===== src/rtl/mem_bus_arbiter.sv =====
// rtl/mem_bus_arbiter.sv - two-master memory bus arbiter/sequencer; MEM_ARB_ROUND_ROBIN_EN enables round-robin tie-break
module mem_bus_arbiter #(
  parameter int ADDR_LENGTH  = 32,
  parameter int DATA_LENGTH  = 32,
  parameter int READ_LATENCY = 1
) (
  input  logic                   clk,
  input  logic                   rst,
  input  logic                   m0_req,
  input  logic                   m0_we,
  input  logic [ADDR_LENGTH-1:0] m0_addr,
  input  logic [DATA_LENGTH-1:0] m0_wdata,
  output logic                   m0_gnt,
  output logic                   m0_rvalid,
  output logic [DATA_LENGTH-1:0] m0_rdata,
  input  logic                   m1_req,
  input  logic                   m1_we,
  input  logic [ADDR_LENGTH-1:0] m1_addr,
  input  logic [DATA_LENGTH-1:0] m1_wdata,
  output logic                   m1_gnt,
  output logic                   m1_rvalid,
  output logic [DATA_LENGTH-1:0] m1_rdata,
  output logic                   mem_re,
  output logic                   mem_we,
  output logic [ADDR_LENGTH-1:0] mem_addr,
  output logic [DATA_LENGTH-1:0] mem_wdata,
  input  logic [DATA_LENGTH-1:0] mem_rdata,
  output logic                   busy,
  output logic                   owner
);

  typedef enum logic [1:0] {IDLE, ACCESS, WAIT} state_t;

  localparam logic [2:0] LAT = 3'(READ_LATENCY);

  state_t                 state_q, state_d;
  logic [2:0]             cnt_q, cnt_d;
  logic [ADDR_LENGTH-1:0] addr_q, addr_d;
  logic [DATA_LENGTH-1:0] wdata_q, wdata_d;
  logic [DATA_LENGTH-1:0] rdata_q, rdata_d;
  logic                   we_q, we_d;
  logic                   owner_q, owner_d;
  logic                   last_q, last_d;
  logic [1:0]             gnt_q, gnt_d;
  logic [1:0]             rvalid_q, rvalid_d;
  logic                   mem_re_q, mem_re_d;
  logic                   mem_we_q, mem_we_d;
  logic                   win;
  logic                   win_we;

  // Strobes and grants are computed one cycle early so that every output comes straight from a flop.
  always_comb begin
    state_d  = state_q;
    cnt_d    = cnt_q;
    addr_d   = addr_q;
    wdata_d  = wdata_q;
    rdata_d  = rdata_q;
    we_d     = we_q;
    owner_d  = owner_q;
    last_d   = last_q;
    gnt_d    = 2'b00;
    rvalid_d = 2'b00;
    mem_re_d = 1'b0;
    mem_we_d = 1'b0;
`ifdef MEM_ARB_ROUND_ROBIN_EN
    win = (m0_req && m1_req) ? ~last_q : ~m0_req;
`else
    win = ~m0_req;
`endif
    win_we = win ? m1_we : m0_we;
    case (state_q)
      IDLE: begin
        if (m0_req || m1_req) begin
          addr_d     = win ? m1_addr : m0_addr;
          wdata_d    = win ? m1_wdata : m0_wdata;
          we_d       = win_we;
          owner_d    = win;
          last_d     = win;
          mem_re_d   = ~win_we;
          mem_we_d   = win_we;
          gnt_d[win] = 1'b1;
          state_d    = ACCESS;
        end
      end
      ACCESS: begin
        if (we_q) begin
          state_d = IDLE;
        end else begin
          cnt_d   = LAT;
          state_d = WAIT;
        end
      end
      WAIT: begin
        cnt_d = cnt_q - 3'd1;
        if (cnt_q == 3'd1) begin
          rdata_d           = mem_rdata;
          rvalid_d[owner_q] = 1'b1;
          state_d           = IDLE;
        end
      end
      default: state_d = IDLE;
    endcase
  end

  always_ff @(posedge clk) begin
    if (rst) begin
      state_q  <= IDLE;
      cnt_q    <= 3'd0;
      addr_q   <= '0;
      wdata_q  <= '0;
      rdata_q  <= '0;
      we_q     <= 1'b0;
      owner_q  <= 1'b0;
      last_q   <= 1'b1;
      gnt_q    <= 2'b00;
      rvalid_q <= 2'b00;
      mem_re_q <= 1'b0;
      mem_we_q <= 1'b0;
    end else begin
      state_q  <= state_d;
      cnt_q    <= cnt_d;
      addr_q   <= addr_d;
      wdata_q  <= wdata_d;
      rdata_q  <= rdata_d;
      we_q     <= we_d;
      owner_q  <= owner_d;
      last_q   <= last_d;
      gnt_q    <= gnt_d;
      rvalid_q <= rvalid_d;
      mem_re_q <= mem_re_d;
      mem_we_q <= mem_we_d;
    end
  end

  assign m0_gnt    = gnt_q[0];
  assign m1_gnt    = gnt_q[1];
  assign m0_rvalid = rvalid_q[0];
  assign m1_rvalid = rvalid_q[1];
  assign m0_rdata  = rdata_q;
  assign m1_rdata  = rdata_q;
  assign mem_re    = mem_re_q;
  assign mem_we    = mem_we_q;
  assign mem_addr  = addr_q;
  assign mem_wdata = wdata_q;
  assign busy      = (state_q != IDLE);
  assign owner     = owner_q;

endmodule


===== config.mk =====
export PLATFORM = sky130hd
export DESIGN_NAME = mem_bus_arbiter
export DESIGN_NICKNAME = d
export VERILOG_FILES = /design/src/rtl/mem_bus_arbiter.sv
export SDC_FILE = /design/constraint.sdc
export NUM_CORES = 1
export LEC_CHECK = 0
export CAP_MARGIN = 0
export CORE_AREA = 2 2 117 119
export CTS_CLUSTER_SIZE = 20
export DETAILED_ROUTE_END_ITERATION = 10
export DIE_AREA = 0 0 119 121
export DONT_BUFFER_PORTS = 1
export PLACE_DENSITY_LB_ADDON = 0.3
export SETUP_SLACK_MARGIN = 0.05
export SLEW_MARGIN = 30
export SYNTH_ARGS = -nofsm -noshare
export SYNTH_HDL_FRONTEND = slang
export SYNTH_SLANG_ARGS = --single-unit

===== constraint.sdc =====
create_clock -name clk -period 1.5 [get_ports clk]
set_input_delay 0.15 -clock clk [delete_from_list [all_inputs] [get_ports clk]]
set_output_delay 0.15 -clock clk [all_outputs]
set_load 0.02 [all_outputs]

# Word level (Yosys, flattened, before mapping)

Index checks and enable logic that the tools add are counted.

Equality and inequality tests: 6
Magnitude comparators: 4
$add $sub $neg: 1
Multiplexer cells: 13
Bitwise operators: 6
Reduce and logical (&&, ||, !) cells: 12

Operators with widths:

| cell                  | number |
|---|---|
| $mux W32              | 2 |
| $reduce_and A2 Y1     | 4 |
| $mux W2               | 3 |
| $ne A2 B2 Y1 const B  | 3 |
| $not A1 Y1            | 6 |
| $pmux W2 S3           | 1 |
| $pmux W3 S2           | 1 |
| $reduce_or A3 Y1      | 2 |
| $lt A1 B2 Y1 const B  | 2 |
| $reduce_bool A2 Y1    | 2 |
| $eq A3 B1 Y1 const B  | 1 |
| $mux W1               | 3 |
| $mux W3               | 1 |
| $sub A3 B1 Y3 const B | 1 |
| $demux W1 S1          | 2 |
| $eq A2 B1 Y1 const B  | 1 |
| $eq A2 B2 Y1 const B  | 1 |
| $ge A1 B1 Y1 const B  | 2 |
| $logic_and A1 B1 Y1   | 2 |
| $logic_not A2 Y1      | 1 |
| $logic_or A1 B1 Y1    | 1 |

Register bits: 109

# Longest topological paths before layout

Gate-level depths: netlist of run 1.

Word-level depth: 5
Depth in mapped cells: 7
Gate-level depth less buffers: 5

# Worst setup path before layout of run 1

No wires, ideal clock.

Kind: reg-to-reg
From: register state_q[1]
To: register addr_q[29] (netlist: mem_addr[29])
Cell stages (with the launch flop): 8
Arrival: 1.551 ns
Buffers on the path: 4
Period minus slack after synthesis: 1.619 ns
Setup slack: -0.119 ns
Path through: dfxtp_1 > buf_6 > or2_4 > or3_1 > buf_2 > buf_6 > buf_6 > o2bb2ai_2

Cells in the longest elaborated chain, start to end: 2

RTL lines:

| item                               | RTL line | source |
|---|---|---|
| start, declared                    | 36       | `state_t state_q, state_d;` |
| start signal, assigned             | 120      | `state_q <= state_d;` |
| $logic_not A2 Y1                   | 71       | `case (state_q)` |
| $reduce_and A2 Y1 (no source line) | n/a      |  |
| end signal, assigned               | 122      | `addr_q <= addr_d;` |
| end, declared                      | 38       | `logic [ADDR_LENGTH-1:0] addr_q, addr_d;` |

No other way between the ends.
A chain may end at the register's enable or synchronous reset.

# Worst setup path after layout of run 1

From: register state_q[0]
To: register owner_q (netlist: owner)

Cells in the longest elaborated chain, start to end: 2

RTL lines:

| item                               | RTL line | source |
|---|---|---|
| $logic_not A2 Y1                   | 71       |  |
| $reduce_and A2 Y1 (no source line) | n/a      |  |
| end signal, assigned               | 126      | `owner_q <= owner_d;` |
| end, declared                      | 42       | `logic owner_q, owner_d;` |

No other way between the ends.

==> results of run 1 <==
## path summary, 6_finish.rpt
| kind | from | end | slack (ns) | cells past startpoint |
|---|---|---|---|---|
| max | state_q[0] | owner | 0.06 | 5 |
| min | rst | m0_rdata[24] | -0.13 | 1 |
| max reg2reg | state_q[0] | owner | 0.06 | 5 |
| min reg2reg | m0_rdata[8] | m0_rdata[8] | 0.45 | 2 |
## cell usage in the layout, fill, tap and decap left out, types with 2 or more instances in the layout
master,synthesis,routed
a21oi_1,35,33
a21oi_2,0,2
buf_12,0,4
buf_4,33,29
buf_6,3,3
buf_8,0,2
clkbuf_1,22,2
clkbuf_16,0,12
dfxtp_1,109,109
dlygate4sd3_1,0,95
inv_1,5,4
mux2i_1,67,67
nand2_1,65,60
nand2_2,0,5
nand2b_1,2,2
nor2_1,6,6
nor2b_1,2,2
nor3_1,2,2
o2bb2ai_1,55,54
o2bb2ai_2,10,11
## state kept, by name, summed over array words and instances (netlist names)
register,count
cnt_q,3
gnt_q,2
m0_rdata,32
mem_addr,32
mem_re,1
mem_wdata,32
mem_we,1
owner,1
rvalid_q,2
state_q,2
we_q,1
## report_power, final
group | switching (mW) | internal, mW | total [mW]
Sequential | 0.449 | 3.14 | 3.59
Combinational | 0.458 | 0.576 | 1.03
Clock | 1.04 | 1.30 | 2.35
## per-layer routing
metal	routed length [um]	vias to the layer above	track usage
li1	-	1674	-
met1	4857	1688	0.1747
met2	7294	199	0.3290
met3	1061	22	0.05451
met4	284	0	0.07738
met5	0	-	0
## cell families after synthesis
logic type / Yosys count / share of synthesized area
AOI/OAI and AO/OA: 105 / 0.1886
adders and majority gates: 2 / 0.005553
buffers and inverters: 73 / 0.09497
DFF: 109 / 0.4843
and+or+nand+nor: 83 / 0.07776
muxes: 67 / 0.1488
## final cells by class
type	instances	area, um^2
fillers	1195	7004
flip-flops and latches	109	2182
repair buffers	137	1415
multi-input cells	257	1952
clock buffers	11	232.7
clock inverters	5	60.06
inverters	5	18.77
well taps	176	220.2
## worst register-to-register path, stage by stage (launching register included)
cell and delay, ns:
dfxtp_1 0.31, or2_4 0.24, or3_4 0.43, buf_12 0.18, inv_1 0.09, a22o_1 0.13
## stage by stage
| step | power (mW) | TNS [ns] | worst slack (ns) |
|---|---|---|---|
| 2_1_floorplan | 4.214 | -2.292 | -0.09854 |
| 3_3_place_gp | 4.317 | -0.07321 | -0.03705 |
| 3_5_place_dp | 4.340 | -0.6797 | -0.07056 |
| 4_1_cts | 6.995 | 0 | 0.04691 |
| 5_1_grt | 7.293 | 0 | 0.009344 |
| 6_report | 6.967 | 0 | 0.06196 |
## timing repair
item                                   in CTS  in global routing
hold buffers                               94                  1
setup endpoints to repair                  90                 79
pin swaps                                   1                  2
gates resized for setup                    13                  5
setup buffers                               0                  1
endpoints found under the hold margin      88                 38
cloned                                      1                  5
==> results.md, run 1 <==
* Outcome: finished, violations left
* Failing checks: negative hold slack
* Critical Path RT at 1.79 ns
* GPL Wtd Cong at 0.7561
* Final ANT Viol Nets at 0
* Fin. Hold Viols at 38
* Max-capacitance violation count at 0
* Worst IR drop on VDD at 0.4706 mV
* Layout Skew at 0.007073 ns
* Hold crit path type: in -> reg
* Pleak at 2.391 nW
* Final core utilization at 0.4647
* Clk buf depth at 2
* Ys Warns at 0
* PwrDens at 1146 nW/um^2
* Placed insts at 582
* Highest clock rate at 695.4 MHz
* Starting Density at 0.3443
* IO buf count at 0
* RSZ-0062 raised after global routing: yes
* Cell Area, Synth at 4506 um^2
* Drt wl/cell at 19.28 um
* CTS root buf: clkbuf_16
* Core Rows at 42
* Synth area leaders: dfxtp_1 48%, mux2i_1 15%, o2bb2ai_1 11%
* Number of I/O pins at 302
* Critical path cell sequence: or2_4 > or3_4 > buf_12 > inv_1 > a22o_1
* Slowest stage delay, CP at 0.43 ns
* Nets at 687
* Share of layout cells above drive strength 1 at 0.1527
* Via density at 5.119
* Drc violations at 0
* DP HPWL at 7867 um
* Post-synth top area share at 0.4843
* Die area at 14400 um^2
* Cell taking the most area after synthesis: dfxtp_1
* DIE WIDTH at 119 um
* TritonCTS clock tree: built
* CP Launch Type: flop
* Clk slew on worst S/H paths at 0.07 ns
* Worst EP arrival at 1.73 ns
* WP buf/inv at 2
* First-pass GRT wire length at 19370 um
* Seq cells post-synth at 109
* Slew Limit Fails at 0
* Synth top cells by count: 109 x dfxtp_1, 67 x mux2i_1, 65 x nand2_1
* H-Tree Depth at 3
* Syn Area/Cell at 10.26 um^2
* Largest net degree at the start of global routing at 63
* Share of flip-flops with an asynchronous set or reset at 0
* Critical Path Fanout Max at 24
* Post-Synthesis Cells at 439
* Hold Slack at -0.1323 ns
* Top FF cell, synth: dfxtp_1
* CP top delay family: simple AND/OR/NAND/NOR gates
* Worst-margin pin slew at 0.5465 ns
* Final min period at 1.438 ns
* Seq/Total Area, Yosys at 0.4843
* Initial antenna violation count at 0
* Clock sink count at 109
* Worst Setup Path Type: reg -> reg
* Via count at 3583
* Synthesized Nets at 607
* Final period util at 0.9587
* Non-Filler Instances at 700
* Cell with the most instances after synthesis: dfxtp_1
* Netlist cell types at 28
* Drt total wl at 13500 um
* Core area at 13090 um^2
* P&R area growth vs syn at 34.96%
* Die height at 121 um
* Setup crit end kind: flop
* Ant. Diodes at 0
* Grt ovf at 0
* EDFF count, synth at 0
* DR pass1 iterations at 4
* Initial drt markers at 94
* Num CTS Buffers at 9
* Total track usage at 0.1743
* Final Instance Area at 6081 um^2
* Final setup fails at 0
* Clock latency on the worst-skew pair at 0.35 ns
* Vias in the first global route at 3720
* Placed Area at 4647 um^2
* Slowest-stage cell, CP: or3_4
* Headroom to the max-slew limit at 0.6345
(Power assumes the default switching activity.)
==> run 2: changes to the inputs <==
--- a/config.mk
+++ b/config.mk
@@ -12,8 +12,8 @@
 export DIE_AREA = 0 0 119 121
 export DONT_BUFFER_PORTS = 1
 export PLACE_DENSITY_LB_ADDON = 0.3
+export REMOVE_ABC_BUFFERS = 1
 export SETUP_SLACK_MARGIN = 0.05
-export SLEW_MARGIN = 30
 export SYNTH_ARGS = -nofsm -noshare
 export SYNTH_HDL_FRONTEND = slang
 export SYNTH_SLANG_ARGS = --single-unit
==> run 2 against run 1 <==
  * The run now fails in 4_1_cts
  * Area after synthesis did not move
  * Synthesized cell count did not move
==> results.md, run 2 <==
* Outcome: aborted with a tool error (was finished, violations left)
* Last stage: 4_1_cts
* Error: [ERROR RSZ-0060] Max buffer count reached.
* Starting Density at 0.3443 (unchanged)
* Die height at 121 um (unchanged)
* Placed Area at 4527 um^2 (was 4647 um^2)
* CTS root buf: clkbuf_16 (unchanged)
* IO buf count at 0 (unchanged)
* Post-synthesis mux area share at 0.1488 (unchanged)
* Top FF cell, synth: dfxtp_1 (unchanged)
* DP HPWL at 7924 um (was 7867 um)
* Post-Synth Adder-Cell Area at 0.005554 (unchanged)
* Syn Area/Cell at 10.26 um^2 (unchanged)
* Cell Area, Synth at 4506 um^2 (unchanged)
* GPL Wtd Cong at 0.8283 (was 0.7561)
* Post-synth top area share at 0.4843 (unchanged)
* Ys Warns at 0 (unchanged)
* H-Tree Depth at 3 (unchanged)
* DIE WIDTH at 119 um (unchanged)
* Num CTS Buffers at 9 (unchanged)
* Seq/Total Area, Yosys at 0.4843 (unchanged)
* Number of I/O pins at 302 (unchanged)
* Netlist cell types at 28 (unchanged)
* XOR/XNOR Fraction of Synth Area at 0 (unchanged)
* Cell with the most instances after synthesis: dfxtp_1 (unchanged)
* Largest family of logic cells by synthesized area: compound AO/OA/AOI/OAI gates (unchanged)
* Seq cells post-synth at 109 (unchanged)
* Clock sink count at 109 (unchanged)
* Resized cells post-CTS at 6 (was 13)
* Synth top cells by count: 109 x dfxtp_1, 67 x mux2i_1, 65 x nand2_1 (unchanged)
* Hold-fix buffers at CTS at 119 (was 94)
* Post-CTS setup buffers at 2 (was 0)
* Core Rows at 42 (unchanged)
* Cell taking the most area after synthesis: dfxtp_1 (unchanged)
* Synth Area in Compound Gates at 0.1886 (unchanged)
* Post-Synthesis Cells at 439 (unchanged)
* Synth Area in Simple Gates at 0.07776 (unchanged)
* Clk buf depth at 2 (unchanged)
* Placed insts at 566 (was 582)
* EDFF count, synth at 0 (unchanged)
* Share of flip-flops with an asynchronous set or reset at 0 (unchanged)
* Synth area leaders: dfxtp_1 48%, mux2i_1 15%, o2bb2ai_1 11% (unchanged)
==> run 2: stage by stage <==
stage          setup TNS (ns)  utilization  setup slack (ns)
2_1_floorplan         -109.69            -            -1.817
3_3_place_gp                0       0.3460          0.006031
3_5_place_dp          -0.7323       0.3460          -0.04490
==> run 2: kinds of logic after synthesis <==
kind of cell / count (synthesis)
multiplexers: 67
AND/OR/NAND/NOR: 83
flip-flops: 109
buffers and inverters: 73
AO/OA/AOI/OAI: 105
adder cells (fa/ha/maj): 2
==> run 3: changes to the inputs <==
==> config.mk (replaced) <==
export PLATFORM = sky130hd
export DESIGN_NAME = mem_bus_arbiter
export DESIGN_NICKNAME = d
export VERILOG_FILES = /design/src/rtl/mem_bus_arbiter.sv
export SDC_FILE = /design/constraint.sdc
export NUM_CORES = 1
export LEC_CHECK = 0
export CAP_MARGIN = 0
export CORE_AREA = 2 2 116 118
export DETAILED_ROUTE_END_ITERATION = 10
export DIE_AREA = 0 0 118 120
export DONT_BUFFER_PORTS = 1
export PLACE_DENSITY_LB_ADDON = 0.15
export REMOVE_ABC_BUFFERS = 1
export SYNTH_ARGS = -nofsm -noshare
export SYNTH_HDL_FRONTEND = slang
export SYNTH_SLANG_ARGS = --single-unit
==> constraint.sdc (replaced) <==
create_clock -name clk -period 1.95 [get_ports clk]
set_input_delay 0.195 -clock clk [delete_from_list [all_inputs] [get_ports clk]]
set_output_delay 0.195 -clock clk [all_outputs]
set_load 0.02 [all_outputs]
==> run 3 against run 2 <==
  * The run now ends clean
==> results.md, run 3 (synthesized netlist as in run 1, its figures left out) <==
* Drt wl/cell at 18.79 um
* Highest clock rate at 576.6 MHz
* DP HPWL at 7877 um (was 7924 um)
* Clk buf depth at 2 (unchanged)
* Hold crit path type: in -> reg
* Worst r2r dst: mem_addr[24]
* Core area at 12980 um^2
* Worst-margin pin slew at 0.5118 ns
* Die area at 14160 um^2
* Post-CTS setup buffers at 0 (was 2)
* Initial drt markers at 109
* P&R area growth vs syn at 11.97%
* Worst IR drop on VDD at 0.3976 mV
* Setup TNS at 0 ns
* Worst Setup Path Type: reg -> reg
* PwrDens at 1012 nW/um^2
* R2r worst-path depth at 4
* Placed Area at 4412 um^2 (was 4527 um^2)
* Hold Slack at 0.03324 ns
* Final total power at 5.104 mW
* Worst EP arrival at 2.00 ns
* Pleak at 1.899 nW
* Critical Path Fanout Max at 69
* Via density at 5.090
* DIE WIDTH at 118 um (was 119 um)
* GPL Wtd Cong at 0.8351 (was 0.8283)
* Crit Reg-Reg Startpoint: state_q[1]
* H-Tree Depth at 3 (unchanged)
* Critical Path RT at 2.22 ns
* Headroom to the max-slew limit at 0.6583
* CP Launch Type: flop
* Layout Skew at 0.004255 ns
* Hold Startpoint: m1_wdata[4]
* Total track usage at 0.1543
* R2r setup slk at 0.22 ns
* Num CTS Buffers at 9 (unchanged)
* IO buf count at 0 (unchanged)
* Final min period at 1.734 ns
* Drc violations at 0
* Outcome: complete, no violations (was aborted with a tool error)
* Starting Density at 0.3471 (was 0.3443)
* TritonCTS clock tree: built
* Initial antenna violation count at 0
* Ant. Diodes at 0
* Share of layout cells above drive strength 1 at 0.08197
* Clk slew on worst S/H paths at 0.07 ns
* Die height at 120 um (was 121 um)
* RSZ-0062 raised after global routing: no
* Final setup fails at 0
* Hold Path End: mem_wdata[4]
* Setup crit end kind: flop
* Nets at 591
* Final period util at 0.8893
* DR pass1 iterations at 4
* Placed insts at 554 (was 566)
* Final Instance Area at 5045 um^2
* Max-capacitance violation count at 0
* Clock sink count at 109 (unchanged)
* Non-Filler Instances at 603
* Most frequent cells in the layout: 109 x dfxtp_1, 67 x mux2i_1, 65 x nand2_1, 55 x o2bb2ai_1, 35 x a21oi_1
* Grt ovf at 0
* First-pass GRT wire length at 16970 um
* Number of I/O pins at 302 (unchanged)
* Core Rows at 42 (unchanged)
* Fin. Hold Viols at 0
* Vias in the first global route at 3049
* Clock latency on the worst-skew pair at 0.34 ns
* Commonest non-fill, non-tap cell in the layout: dfxtp_1
* Final ANT Viol Nets at 0
* Slew Limit Fails at 0
* Drt total wl at 11330 um
* Largest net degree at the start of global routing at 70
* Via count at 3069
* CTS root buf: clkbuf_16 (unchanged)
* Hold Path Depth at 2
run 3: power by group:
group	leakage [nW]	total (mW)	switching, mW	internal (mW)
Sequential	0.893	2.79	0.382	2.41
Clock	0.132	1.77	0.783	0.988
Combinational	0.875	0.538	0.264	0.274
Total	1.90	5.10	1.43	3.68
run 3: layout make-up:
type / count / area (um^2)
flip-flops and latches: 109 / 2182
repair buffers: 41 / 427.9
well taps: 176 / 220.2
inverters: 5 / 18.77
clock buffers: 11 / 232.7
clock inverters: 4 / 50.05
fillers: 1318 / 7935
multi-input cells: 257 / 1913
run 3: how the worst max path moves through the flow:
stage / startpoint / end / slack [ns]
floorplan: cnt_q[1] / rvalid_q[1] / -1.37
global placement: state_q[1] / mem_re / 0.27
detailed placement: state_q[1] / mem_re / 0.23
CTS: state_q[1] / mem_re / 0.21
global route: state_q[1] / owner / 0.13
finish: state_q[1] / mem_addr[24] / 0.22
run 3: critical path, stage by stage, from the launching register on:
cell and delay (ns):
dfxtp_1 0.39, or2_4 0.32, or3_2 0.49, buf_12 0.20, o2bb2ai_1 0.19
run 3: through the flow:
stage,utilization,setup slack (ns)
floorplan,-,-1.367
global placement,0.3399,0.2695
detailed placement,0.3399,0.2292
CTS,0.3887,0.2120
global route,0.3887,0.1327
finish,0.3887,0.2158
run 3: routing by layer:
metal  part of all wire  track usage  routed length [um]
met1               0.39       0.1721                4445
met2               0.50       0.2591                5681
met3              0.080      0.05323                 902
met4              0.026      0.08358                 299
met5                  0            0                   0
run 3: what timing repair did:
action / in CTS / in global routing
gates resized for setup: 0 / 0
hold buffers: 34 / 0
endpoints found under the hold margin: 38 / 0
setup endpoints to repair: 0 / 0
==> run 4: changes to the inputs <==
--- a/config.mk
+++ b/config.mk
@@ -6,9 +6,9 @@
 export NUM_CORES = 1
 export LEC_CHECK = 0
 export CAP_MARGIN = 0
-export CORE_AREA = 2 2 116 118
+export CORE_MARGIN = 2
+export CORE_UTILIZATION = 35
 export DETAILED_ROUTE_END_ITERATION = 10
-export DIE_AREA = 0 0 118 120
 export DONT_BUFFER_PORTS = 1
 export PLACE_DENSITY_LB_ADDON = 0.15
 export REMOVE_ABC_BUFFERS = 1
==> run 4 against run 3 <==
  * Total power up 4.5%
  * Global-route usage up 0.19 points
  * Clock-buffer cell count unchanged
  * Clock skew up 0.0044 ns
  * Non-clock buffer count up 1
  * First-iteration DRC count down 16%
  * Cell area up 1.2%
  * Cell count down 0.33%
  * Clock power up 13%
  * Combinational power about the same
==> results.md, run 4 (synthesized netlist as in run 1, its figures left out) <==
* Outcome: complete, no violations (unchanged)
* Max-capacitance violation count at 0 (unchanged)
* Placed Area at 4399 um^2 (was 4412 um^2)
* Initial drt markers at 92 (was 109)
* Routing usage on met1 at 0.1805 (was 0.1721)
* Die height at 117.5 um (was 120 um)
* Commonest non-fill, non-tap cell in the layout: dfxtp_1 (unchanged)
* Fin. Hold Viols at 0 (unchanged)
* First-pass GRT wire length at 16820 um (was 16970 um)
* Most frequent cells in the layout: 109 x dfxtp_1, 67 x mux2i_1, 65 x nand2_1, 55 x o2bb2ai_1 (was 109 x dfxtp_1, 67 x mux2i_1, 65 x nand2_1, 55 x o2bb2ai_1, 35 x a21oi_1)
* Hold Slack at 0.02209 ns (was 0.03324 ns)
* Drt wl/cell at 18.41 um (was 18.79 um)
* Final ANT Viol Nets at 0 (unchanged)
* M3 GR Usage at 0.05233 (was 0.05323)
* Starting Density at 0.3570 (was 0.3471)
* P&R area growth vs syn at 13.30% (was 11.97%)
* Worst-margin pin slew at 0.4853 ns (was 0.5118 ns)
* Critical Path RT at 2.23 ns (was 2.22 ns)
* Slowest stage delay, CP at 0.49 ns (about the same)
* DR pass1 iterations at 4 (unchanged)
* GPL Wtd Cong at 0.7686 (was 0.8351)
* FF+latch area at 2182 um^2 (unchanged)
* DIE WIDTH at 117.5 um (was 118 um)
* Worst r2r dst: mem_wdata[25] (was mem_addr[24])
* Worst EP arrival at 2.00 ns (about the same)
* Core Rows at 41 (was 42)
* Hold Path End: mem_addr[13] (was mem_wdata[4])
* WP buf/inv at 1 (unchanged)
* Critical path cell sequence: or2_4 > or3_2 > buf_12 > o2bb2ai_1 (unchanged)
* TritonCTS clock tree: built (unchanged)
* PwrDens at 1045 nW/um^2 (was 1012 nW/um^2)
* Slowest-stage cell, CP: or3_2 (unchanged)
* Worst IR drop on VDD at 0.3806 mV (was 0.3976 mV)
* Layout Skew at 0.008697 ns (was 0.004255 ns)
* Headroom to the max-slew limit at 0.6760 (was 0.6583)
* Die area at 13800 um^2 (was 14160 um^2)
* Crit Reg-Reg Startpoint: state_q[1] (unchanged)
* Largest net degree at the start of global routing at 70 (unchanged)
* Num CTS Buffers at 9 (unchanged)
* Final Instance Area at 5105 um^2 (was 5045 um^2)
* Slew Limit Fails at 0 (unchanged)
* Via density at 5.101 (was 5.090)
* Grt ovf at 0 (unchanged)
* CP Launch Type: flop (unchanged)
* Multi-input gate area at 1913 um^2 (unchanged)
* Hold Startpoint: m1_addr[13] (was m1_wdata[4])
* R2r worst-path depth at 4 (unchanged)
* Hold crit path type: in -> reg (unchanged)
* Share of layout cells above drive strength 1 at 0.08625 (was 0.08197)
* M2 GR Usage at 0.2701 (was 0.2591)
* Critical Path Fanout Max at 69 (unchanged)
* Worst Setup Path Type: reg -> reg (unchanged)
* Initial antenna violation count at 0 (unchanged)
* Number of I/O pins at 302 (unchanged)
* Final period util at 0.8824 (was 0.8893)
* Clk slew on worst S/H paths at 0.07 ns (about the same)
* RSZ-0062 raised after global routing: no (unchanged)
* CP top delay family: simple AND/OR/NAND/NOR gates (unchanged)
* Clock latency on the worst-skew pair at 0.35 ns (was 0.34 ns)
* FILL cells at 1262 (was 1318)
* CTS root buf: clkbuf_16 (unchanged)
* Final min period at 1.721 ns (was 1.734 ns)
* Clk buf depth at 2 (unchanged)
* Drt total wl at 11060 um (was 11330 um)
* DP HPWL at 7394 um (was 7877 um)
* Drc violations at 0 (unchanged)
* Highest clock rate at 581.2 MHz (was 576.6 MHz)
* Total track usage at 0.1563 (was 0.1543)
* Ant. Diodes at 0 (unchanged)
* Setup crit end kind: flop (unchanged)
* H-Tree Depth at 3 (unchanged)
* Final setup fails at 0 (unchanged)
* Clock sink count at 109 (unchanged)
* Pleak at 1.936 nW (was 1.899 nW)
* Via count at 3066 (was 3069)
* GR peak layer: met2 (unchanged)
* Nets at 592 (was 591)
* IO buf count at 0 (unchanged)
* Core area at 12620 um^2 (was 12980 um^2)
* R2r setup slk at 0.23 ns (was 0.22 ns)
* Hold Path Depth at 2 (unchanged)
* Vias in the first global route at 2979 (was 3049)
==> run 4: cell types whose count changed in the layout (fill, tap and decap cells not counted), sizes merged <==
cell	change
clkinvlp	-2
buf	-1
clkinv	+2
dlygate4sd3	+2
bufinv	+1
==> run 4: area by class of cell <==
class | instances | area share
multi-input cells | 257 | 0.3748
repair buffers | 42 | 0.08627
clock buffers | 11 | 0.04951
well taps | 172 | 0.04216
clock inverters | 5 | 0.01618
flip-flops and latches | 109 | 0.4275
inverters | 5 | 0.003676
==> run 4: metal layers <==
layer / vias up / part of all wire
met5: - / 0
met1: 1418 / 0.39
met4: 0 / 0.016
met3: 13 / 0.078
li1: 1486 / -
met2: 149 / 0.51
==> run 4: worst max path at each step <==
stage,startpoint,cells past startpoint,to
floorplan,cnt_q[1],4,rvalid_q[1]
global placement,state_q[0],5,mem_re
detailed placement,state_q[1],4,mem_wdata[28]
CTS,state_q[0],4,mem_wdata[28]
global route,state_q[0],4,mem_addr[18]
finish,state_q[1],4,mem_wdata[25]
==> run 4: where the power goes <==
part	switching (mW)	internal, mW	total [mW]
combinational	0.262	0.274	0.536
sequential	0.383	2.41	2.80
clock	0.803	1.20	2.00
total	1.45	3.88	5.33
==> run 4: metrics by stage <==
step	std cells	total power, mW	setup WS, ns	util	TNS [ns]
2_1_floorplan	371	3.143	-1.367	-	-62.73
3_3_place_gp	549	3.311	0.2632	0.3486	0
3_5_place_dp	549	3.316	0.2309	0.3486	0
5_1_grt	601	5.557	0.1610	0.4045	0
6_report	601	5.332	0.2293	0.4045	0
4_1_cts	601	5.426	0.2232	0.4045	0
==> run 4: timing repair <==
action / 4_1_cts / 5_1_grt
hold endpoints to repair: 37 / 0
resized for setup: 0 / 0
setup buffers: 0 / 0
hold buffers: 36 / 0
